`src/rtl/dmem_pkg.sv`:
```
// Shared types and helpers for the data-memory access sequencer:
// FSM states, FUNC3 width codes, byte-lane patterns and request legality.
package dmem_pkg;

    typedef enum logic [1:0] {
        IDLE   = 2'd0,
        ACCESS = 2'd1,
        DONE   = 2'd2
    } state_t;

    localparam logic [2:0] F3_B  = 3'b000;
    localparam logic [2:0] F3_H  = 3'b001;
    localparam logic [2:0] F3_W  = 3'b010;
    localparam logic [2:0] F3_BU = 3'b100;
    localparam logic [2:0] F3_HU = 3'b101;

    localparam logic [3:0] BE_B    = 4'b0001;
    localparam logic [3:0] BE_H_LO = 4'b0011;
    localparam logic [3:0] BE_H_HI = 4'b1100;
    localparam logic [3:0] BE_W    = 4'b1111;

    // Unsigned widths exist only for loads; halves and words must be naturally aligned.
    function automatic logic access_legal(input logic is_load, input logic [2:0] f3,
                                          input logic [1:0] off);
        logic ok;
        ok = 1'b0;
        case (f3)
            F3_B:    ok = 1'b1;
            F3_H:    ok = ~off[0];
            F3_W:    ok = (off == 2'b00);
            F3_BU:   ok = is_load;
            F3_HU:   ok = is_load & ~off[0];
            default: ok = 1'b0;
        endcase
        return ok;
    endfunction

    function automatic logic [3:0] byte_enable(input logic [2:0] f3, input logic [1:0] off);
        logic [3:0] be;
        case (f3[1:0])
            2'b00:   be = BE_B << off;
            2'b01:   be = off[1] ? BE_H_HI : BE_H_LO;
            default: be = BE_W;
        endcase
        return be;
    endfunction

    function automatic logic [31:0] store_lanes(input logic [2:0] f3, input logic [31:0] wd);
        logic [31:0] lanes;
        case (f3[1:0])
            2'b00:   lanes = {4{wd[7:0]}};
            2'b01:   lanes = {2{wd[15:0]}};
            default: lanes = wd;
        endcase
        return lanes;
    endfunction

endpackage

```
`src/rtl/dmem_load_align.sv`:
```
// Load formatter: picks the addressed byte/half from the memory word and
// sign- or zero-extends it according to FUNC3. Purely combinational.
module dmem_load_align
    import dmem_pkg::*;
(
    input  logic [31:0] rdata,
    input  logic [1:0]  off,
    input  logic [2:0]  func3,
    output logic [31:0] result
);

    logic [7:0]  lane_b;
    logic [15:0] lane_h;

    always_comb begin
        lane_b = rdata[{off, 3'b000} +: 8];
        lane_h = off[1] ? rdata[31:16] : rdata[15:0];
        case (func3)
            F3_B:    result = {{24{lane_b[7]}}, lane_b};
            F3_H:    result = {{16{lane_h[15]}}, lane_h};
            F3_BU:   result = {24'h0, lane_b};
            F3_HU:   result = {16'h0, lane_h};
            default: result = rdata;
        endcase
    end

endmodule

```
`src/rtl/dmem_access_controller.sv`:
```
// Multi-cycle MEM-stage data-memory sequencer (IDLE -> ACCESS -> DONE).
// Optional ACK watchdog enabled by defining DMEM_TIMEOUT_EN.
module dmem_access_controller
    import dmem_pkg::*;
#(
    parameter int ADDR_WIDTH     = 32,
    parameter int TIMEOUT_CYCLES = 64
) (
    input  logic                  CLK,
    input  logic                  RESETN,
    input  logic                  MEM_READ,
    input  logic                  MEM_WRITE,
    input  logic [2:0]            FUNC3,
    input  logic [ADDR_WIDTH-1:0] ADDRESS,
    input  logic [31:0]           WRITE_DATA,
    output logic [31:0]           READ_DATA,
    output logic                  BUSY_WAIT,
    output logic                  ACCESS_FAULT,
    output logic                  MEM_REQ,
    output logic                  MEM_WE,
    output logic [ADDR_WIDTH-1:0] MEM_ADDR,
    output logic [3:0]            MEM_BYTE_EN,
    output logic [31:0]           MEM_WDATA,
    input  logic [31:0]           MEM_RDATA,
    input  logic                  MEM_ACK
);

    state_t      state, state_nx;
    logic        req_in, is_load, legal, fault_q, timeout;
    logic [2:0]  func3_q;
    logic [1:0]  off_q;
    logic [31:0] load_data;

    assign req_in  = MEM_READ | MEM_WRITE;
    assign is_load = MEM_READ;
    assign legal   = access_legal(is_load, FUNC3, ADDRESS[1:0]);

    dmem_load_align u_align (
        .rdata  (MEM_RDATA),
        .off    (off_q),
        .func3  (func3_q),
        .result (load_data)
    );

`ifdef DMEM_TIMEOUT_EN
    localparam int CNT_W = ($clog2(TIMEOUT_CYCLES + 1) > 8) ? $clog2(TIMEOUT_CYCLES + 1) : 8;
    logic [CNT_W-1:0] wait_cnt;

    // The limit fires on the TIMEOUT_CYCLES-th ACCESS cycle without ACK.
    assign timeout = (state == ACCESS) && !MEM_ACK &&
                     (wait_cnt == CNT_W'(TIMEOUT_CYCLES - 1));

    always_ff @(posedge CLK or negedge RESETN) begin
        if (!RESETN)
            wait_cnt <= '0;
        else if (state != ACCESS)
            wait_cnt <= '0;
        else if (!MEM_ACK)
            wait_cnt <= wait_cnt + 1'b1;
    end
`else
    assign timeout = 1'b0;
`endif

    always_ff @(posedge CLK or negedge RESETN) begin
        if (!RESETN)
            state <= IDLE;
        else
            state <= state_nx;
    end

    always_comb begin
        state_nx = state;
        case (state)
            IDLE:    if (req_in) state_nx = legal ? ACCESS : DONE;
            ACCESS:  if (MEM_ACK || timeout) state_nx = DONE;
            DONE:    state_nx = IDLE;
            default: state_nx = IDLE;
        endcase
    end

    // The stall is gated by reset so it drops the instant reset is asserted.
    always_comb begin
        BUSY_WAIT    = 1'b0;
        ACCESS_FAULT = 1'b0;
        case (state)
            IDLE:    BUSY_WAIT = RESETN & req_in;
            ACCESS:  BUSY_WAIT = 1'b1;
            DONE:    ACCESS_FAULT = fault_q;
            default: ;
        endcase
    end

    always_ff @(posedge CLK or negedge RESETN) begin
        if (!RESETN) begin
            MEM_REQ     <= 1'b0;
            MEM_WE      <= 1'b0;
            MEM_ADDR    <= '0;
            MEM_BYTE_EN <= 4'h0;
            MEM_WDATA   <= 32'h0;
            READ_DATA   <= 32'h0;
            fault_q     <= 1'b0;
            func3_q     <= 3'b000;
            off_q       <= 2'b00;
        end else begin
            case (state)
                IDLE: begin
                    if (req_in && legal) begin
                        MEM_REQ     <= 1'b1;
                        MEM_WE      <= ~is_load;
                        MEM_ADDR    <= {ADDRESS[ADDR_WIDTH-1:2], 2'b00};
                        MEM_BYTE_EN <= byte_enable(FUNC3, ADDRESS[1:0]);
                        MEM_WDATA   <= store_lanes(FUNC3, WRITE_DATA);
                        func3_q     <= FUNC3;
                        off_q       <= ADDRESS[1:0];
                    end else if (req_in) begin
                        fault_q <= 1'b1;
                        if (is_load)
                            READ_DATA <= 32'h0;
                    end
                end
                ACCESS: begin
                    if (MEM_ACK) begin
                        MEM_REQ <= 1'b0;
                        if (!MEM_WE)
                            READ_DATA <= load_data;
                    end else if (timeout) begin
                        MEM_REQ   <= 1'b0;
                        fault_q   <= 1'b1;
                        READ_DATA <= 32'h0;
                    end
                end
                DONE:    fault_q <= 1'b0;
                default: ;
            endcase
        end
    end

endmodule

```
`config.mk`:
```
export PLATFORM = sky130hd
export DESIGN_NAME = dmem_access_controller
export DESIGN_NICKNAME = d
export VERILOG_FILES = /design/src/rtl/dmem_pkg.sv /design/src/rtl/dmem_load_align.sv /design/src/rtl/dmem_access_controller.sv
export SDC_FILE = /design/constraint.sdc
export NUM_CORES = 1
export LEC_CHECK = 0
export BUFFER_PORTS_ARGS = -buffer_cell sky130_fd_sc_hd__buf_2
export CORE_AREA = 2 2 110 112
export DETAILED_ROUTE_END_ITERATION = 7
export DIE_AREA = 0 0 112 114
export PLACE_DENSITY = 0.83
export SETUP_SLACK_MARGIN = 0.2
export SYNTH_ARGS = -nofsm -noshare
export SYNTH_HDL_FRONTEND = slang
export SYNTH_SLANG_ARGS = --single-unit
```
`constraint.sdc`:
```
create_clock -name CLK -period 1.6 [get_ports CLK]
set_input_delay 0.24 -clock CLK [delete_from_list [all_inputs] [get_ports CLK]]
set_output_delay 0.24 -clock CLK [all_outputs]
set_load 0.03 [all_outputs]
```
Yosys cells after proc, flatten, opt, wreduce, memory -nomap -nowiden
Cells that the tools add are included.
{ "word_totals": {"regBits": 108, "inputBits": 104, "output_inout_bits": 104, "wordCells": 70} }
{ "op_classes": {"n_eq_ne": 16, "shift": 2, "mux": 24, "bitwise": 5, "reduce_logical": 13} }
{ "op_table": {"columns": ["operator", "count"], "rows": [
  ["$mux 32", 5],
  ["$pmux 32 s2", 2],
  ["$pmux 32 s4", 1],
  ["$shiftx 32x6->8", 1],
  ["$mux 16", 1],
  ["$eq 3x3->1 const B", 4],
  ["$ne 2x2->1 const B", 6],
  ["$pmux 4 s2", 1],
  ["$eq 3x1->1 const B", 2],
  ["$logic_not 2->1", 3],
  ["$logic_not 3->1", 2],
  ["$mux 2", 3],
  ["$pmux 1 s2", 3],
  ["$reduce_and 3->1", 2],
  ["$reduce_and 6->1", 1],
  ["$mux 1", 5],
  ["$pmux 1 s5", 1],
  ["$eq 2x1->1 const B", 2],
  ["$mux 4", 1],
  ["$pmux 2 s2", 1],
  ["$reduce_and 2->1", 2],
  ["$reduce_bool 2->1", 2],
  ["$shl 1x2->4 const A", 1],
  ["$eq 3x2->1 const B", 1],
  ["other kinds (5)", 7]
]} }

Depth between registers and ports, before layout
{ "logic_depth": {"ltp_word": 6, "mapped_depth": 7, "depth_no_buf": 4} }

Modules after synthesis
A second synthesis with hierarchy kept.
{ "hier_totals": {"hier_cells": 461, "hier_area_um2": 5305.1} }
{ "by_module_without_submodules": {"columns": ["module", "n_inst", "cells_each", "area_per_inst_um2", "seq_area_each_um2"], "rows": [
  ["dmem_access_controller", 1, 343, 4544.4, 2702.6],
  ["dmem_load_align", 1, 118, 760.7, 0.0]
]} }

Worst setup path after synthesis
Ideal clock, no wire load.
{ "synth_path": {"kind": "flip-flop to flip-flop", "start": "register MEM_WE", "end": "register READ_DATA[11]", "setup_ps": 124, "t_arrival_ps": 1608, "required_time_ps": 1476, "setup_slack_ps": -132, "stages_incl_launch_ff": 7, "n_path_buf": 2, "period_less_slack_ps": 1732, "cell_sequence": "dfrtp_1 and4bb_4 and2_1 buf_2 buf_2 o2bb2ai_1 a211o_1"} }
{ "synth_between": {"elab_chain_cells": 2} }
{ "synth_rtl": {"columns": ["element", "line", "rtl"], "rows": [
  ["from (decl)", "dmem_access_controller.sv:20", "output logic MEM_WE,"],
  ["from (signal assigned)", "dmem_access_controller.sv:110", "MEM_WE <= ~is_load;"],
  ["$ne 2x2->1 (no line)", null, null],
  ["$reduce_and 6->1 (no line)", null, null],
  ["to (signal assigned)", "dmem_access_controller.sv:126", "READ_DATA <= load_data;"],
  ["to (decl)", "dmem_access_controller.sv:16", "output logic [31:0] READ_DATA,"]
]} }
Every way passes these cells.
A chain may end at the register's enable or synchronous reset.

Worst setup path after layout
{ "layout_path": {"start": "register off_q[0]", "end": "register READ_DATA[14]"} }
{ "layout_between": {"elab_chain_cells": 5} }
{ "layout_rtl": {"columns": ["element", "line", "rtl"], "rows": [
  ["from (decl)", "dmem_access_controller.sv:31", "logic [1:0] off_q;"],
  ["from (signal assigned)", "dmem_access_controller.sv:115", "off_q <= ADDRESS[1:0];"],
  ["$shiftx 32x6->8", "dmem_load_align.sv:16", "lane_b = rdata[{off, 3'b000} +: 8];"],
  ["$pmux 32 s4", "dmem_load_align.sv:18", "case (func3)"],
  ["$mux 32", "dmem_access_controller.sv:125", "if (!MEM_WE)"],
  ["$mux 32", "dmem_access_controller.sv:123", "if (MEM_ACK) begin"],
  ["$pmux 32 s2", "dmem_access_controller.sv:106", "case (state)"]
]} }
Every way passes these cells. The select of a mux whose other input is x is not followed.

==> out/qor.csv <==
stage,metric,value,unit
finish,Fillers,964,
synth,ys async rst share,1.00,
synth,number of synthesized flops with an enable pin,0,
clocking,TritonCTS Buffers,9,
worst_setup_path,Setup crit end kind,register,
detailed_routing,final WL,13.8,mm
worst_setup_path,"Arr. time, crit path",1.86,ns
timing,Slew @ Worst Pin,0.568,ns
synth,Post-Syn Area,5020,um^2
floorplan,Placeable Area,11700,um^2
synth,Post-Syn Instances,424,
global_route,GRT Total Usage,0.219,
worst_setup_path,Crit Path Class,register to register,
timing,upper clock frequency limit,615,MHz
timing,fin. max-slew vios,0,
floorplan,num rows,40,
timing,Max-slew headroom,0.621,
clocking,"CTS clk-pin slew, worst paths",0.07,ns
synth,Ys Warns,0,
power,maximum VDD drop,1.05,mV
detailed_routing,Detailed Route Iter0 Violations,278,
worst_setup_path,reg2reg path depth,5,
worst_setup_path,Crit path required time,1.83,ns
power,total power,13.7,mW
timing,Hold Worst Slack,-0.0124,ns
timing,final worst path period share,1.02,
synth,sequential fraction of the synthesis area,0.538,
worst_setup_path,R2R setup slack,-0.03,ns
worst_setup_path,RR Startpoint,off_q[0],
clocking,deepest clock path buffer count,2,
global_route,first-pass GRT wire length,22.3,mm
placed_design,Setup WS pre-CTS,-0.0707,ns
timing,clk_skew,0.00772,ns
detailed_routing,DRT antenna net count,0,
synth,synthesized flop and latch total,108,
power,Static Leakage,3.55,nW
finish,Final Util,0.588,
worst_setup_path,r2r endpoint,READ_DATA[14],
worst_setup_path,crit path max fanout,8,
floorplan,I/O Pins,208,
floorplan,initial core utilization,0.429,
run_status,failing checks,"negative hold slack, negative setup slack",
clocking,htree depth,3,
floorplan,DIE AREA,12800,um^2
synth,prevailing post-synth register cell,dfrtp_1,
synth,synth unique cells,44,
timing,final hold violations,3,
finish,share of cells above drive strength 1,0.516,
finish,Final nets,757,
clocking,insertion delay to the later sink of the worst-skew pair,0.35,ns
global_route,vias in the first global route,4559,
clocking,CTS tree,done,
timing,RSZ-0062 raised after global routing,true,
clocking,CTS sink cnt,108,
global_route,antenna violations before repair,1,
global_route,total grt overflow,0,
timing,Setup WS post-layout,-0.0266,ns
finish,most frequent cells in the layout,"buf_2, dfrtp_1, o21ai_0, mux2_2",
clocking,Post-CTS Hold Buffers,0,
floorplan,Die H,114,um
placed_design,Post-DP HPWL,10.1,mm
global_route,largest net degree at the start of global routing,109,
detailed_routing,first drt pass iteration count,6,
placed_design,IO Port Bufs,205,
detailed_routing,WL/cell,17.2,um
finish,"commonest non-fill, non-tap cell in the layout",buf_2,
timing,Final setup viols,5,
detailed_routing,Vias/cell,5.39,
timing,Tmin final,1.63,ns
detailed_routing,routed vias,4340,
synth,Syn Area/Cell,11.8,um^2
detailed_routing,Post-route DRC,0,
power,P per Cell Area,1990,nW/um^2
min_path,hold crit path type,input pin to asynchronous set/reset pin,
flow_run,Max Cap Viol,0,
clocking,Root Buffer,clkbuf_16,
floorplan,Die Wd,112,um
finish,Area Growth Syn to Fin,37.0,%
run_status,status,"finished, violations left",
placed_design,Final Wtd Congestion,0.870,
worst_setup_path,Critical Path Start Type,register,
[flip-flops by register name (all words and copies together) (netlist names)]
| register | flops |
|---|---|
| state | 2 |
| fault_q | 1 |
| off_q | 2 |
| READ_DATA | 32 |
| MEM_BYTE_EN | 4 |
| MEM_ADDR | 30 |
| MEM_REQ | 1 |
| MEM_WDATA | 32 |
| MEM_WE | 1 |
| func3_q | 3 |
[metal layers]
metal	vias up	track usage	wire [um]
met3	32	0.0478	1030
met4	0	0.104	362
li1	2006	-	-
met2	215	0.381	7040
met1	2087	0.261	5380
met5	-	0	0
[layout make-up]
type | count | area, um^2 | area share
flip-flops and latches | 108 | 2710 | 0.393
well taps | 147 | 184 | 0.0267
diodes | 1 | 2.50 | 0.000364
clock inverters | 2 | 10.0 | 0.00145
clock buffers | 13 | 260 | 0.0378
inverters | 5 | 23.8 | 0.00345
repair buffers | 250 | 1470 | 0.213
multi-input cells | 279 | 2230 | 0.324
[how the worst max path moves through the flow]
stage	startpoint	to	slack (ns)
3_3_place_gp	FUNC3[0]	READ_DATA[30]	-0.01
4_1_cts	off_q[1]	READ_DATA[5]	0.02
5_1_grt	off_q[0]	READ_DATA[19]	-0.07
2_1_floorplan	state[1]	READ_DATA[22]	-0.001
3_5_place_dp	off_q[0]	READ_DATA[14]	-0.07
6_report	off_q[0]	READ_DATA[14]	-0.03
[through the flow]
step	TNS [ns]	instance area (um^2)	instances
2_1_floorplan	-0.0113	5100	425
3_5_place_dp	-1.23	6440	781
6_report	-0.0333	6880	805
4_1_cts	0	6840	804
3_3_place_gp	-0.131	6440	781
5_1_grt	-1.15	6880	804
[report_power, final]
group          internal [mW]  switching [mW]
Combinational           2.60            4.31
Sequential              3.96           0.741
Clock                   1.13           0.967
[repair_timing]
item                                   in CTS  in global routing
resized for setup                          19                 10
endpoints found under the hold margin       0                  0
setup endpoints to repair                 106                106
buffers inserted                            8                  0
pin swaps                                   5                  1
[critical path, stage by stage, from the launching register on]
cell and delay [ns]:
dfrtp_1 0.43, buf_4 0.15, mux2i_2 0.24, mux2i_1 0.10, and4b_2 0.30, a211o_1 0.29
[cell families (layout without fill, tap and decap cells)]
family	Yosys count	count (layout)	synth area share
DFF	108	108	0.538
AOI/OAI and AO/OA	107	107	0.148
muxes	85	85	0.182
and+or+nand+nor	85	85	0.0884
buffers and inverters	38	270	0.0431
other	1	3	0.000746
[cells in the mapped netlist (all sizes together), types with 2 or more instances]
cell,instances,share of area
a211o,8,0.014
a211oi,7,0.010
a21oi,16,0.016
a221o,16,0.032
and3,8,0.010
buf,24,0.032
clkbuf,9,0.0070
dfrtp,108,0.54
inv,5,0.0037
mux2,50,0.11
mux2i,35,0.070
nand2,34,0.025
nand2b,9,0.011
nand3,2,0.0020
nor2,15,0.012
nor2b,3,0.0037
nor3,3,0.0030
nor4,2,0.0037
o21ai,44,0.044
o2bb2ai,8,0.014
Note: power is estimated with default switching activity, not from simulation.
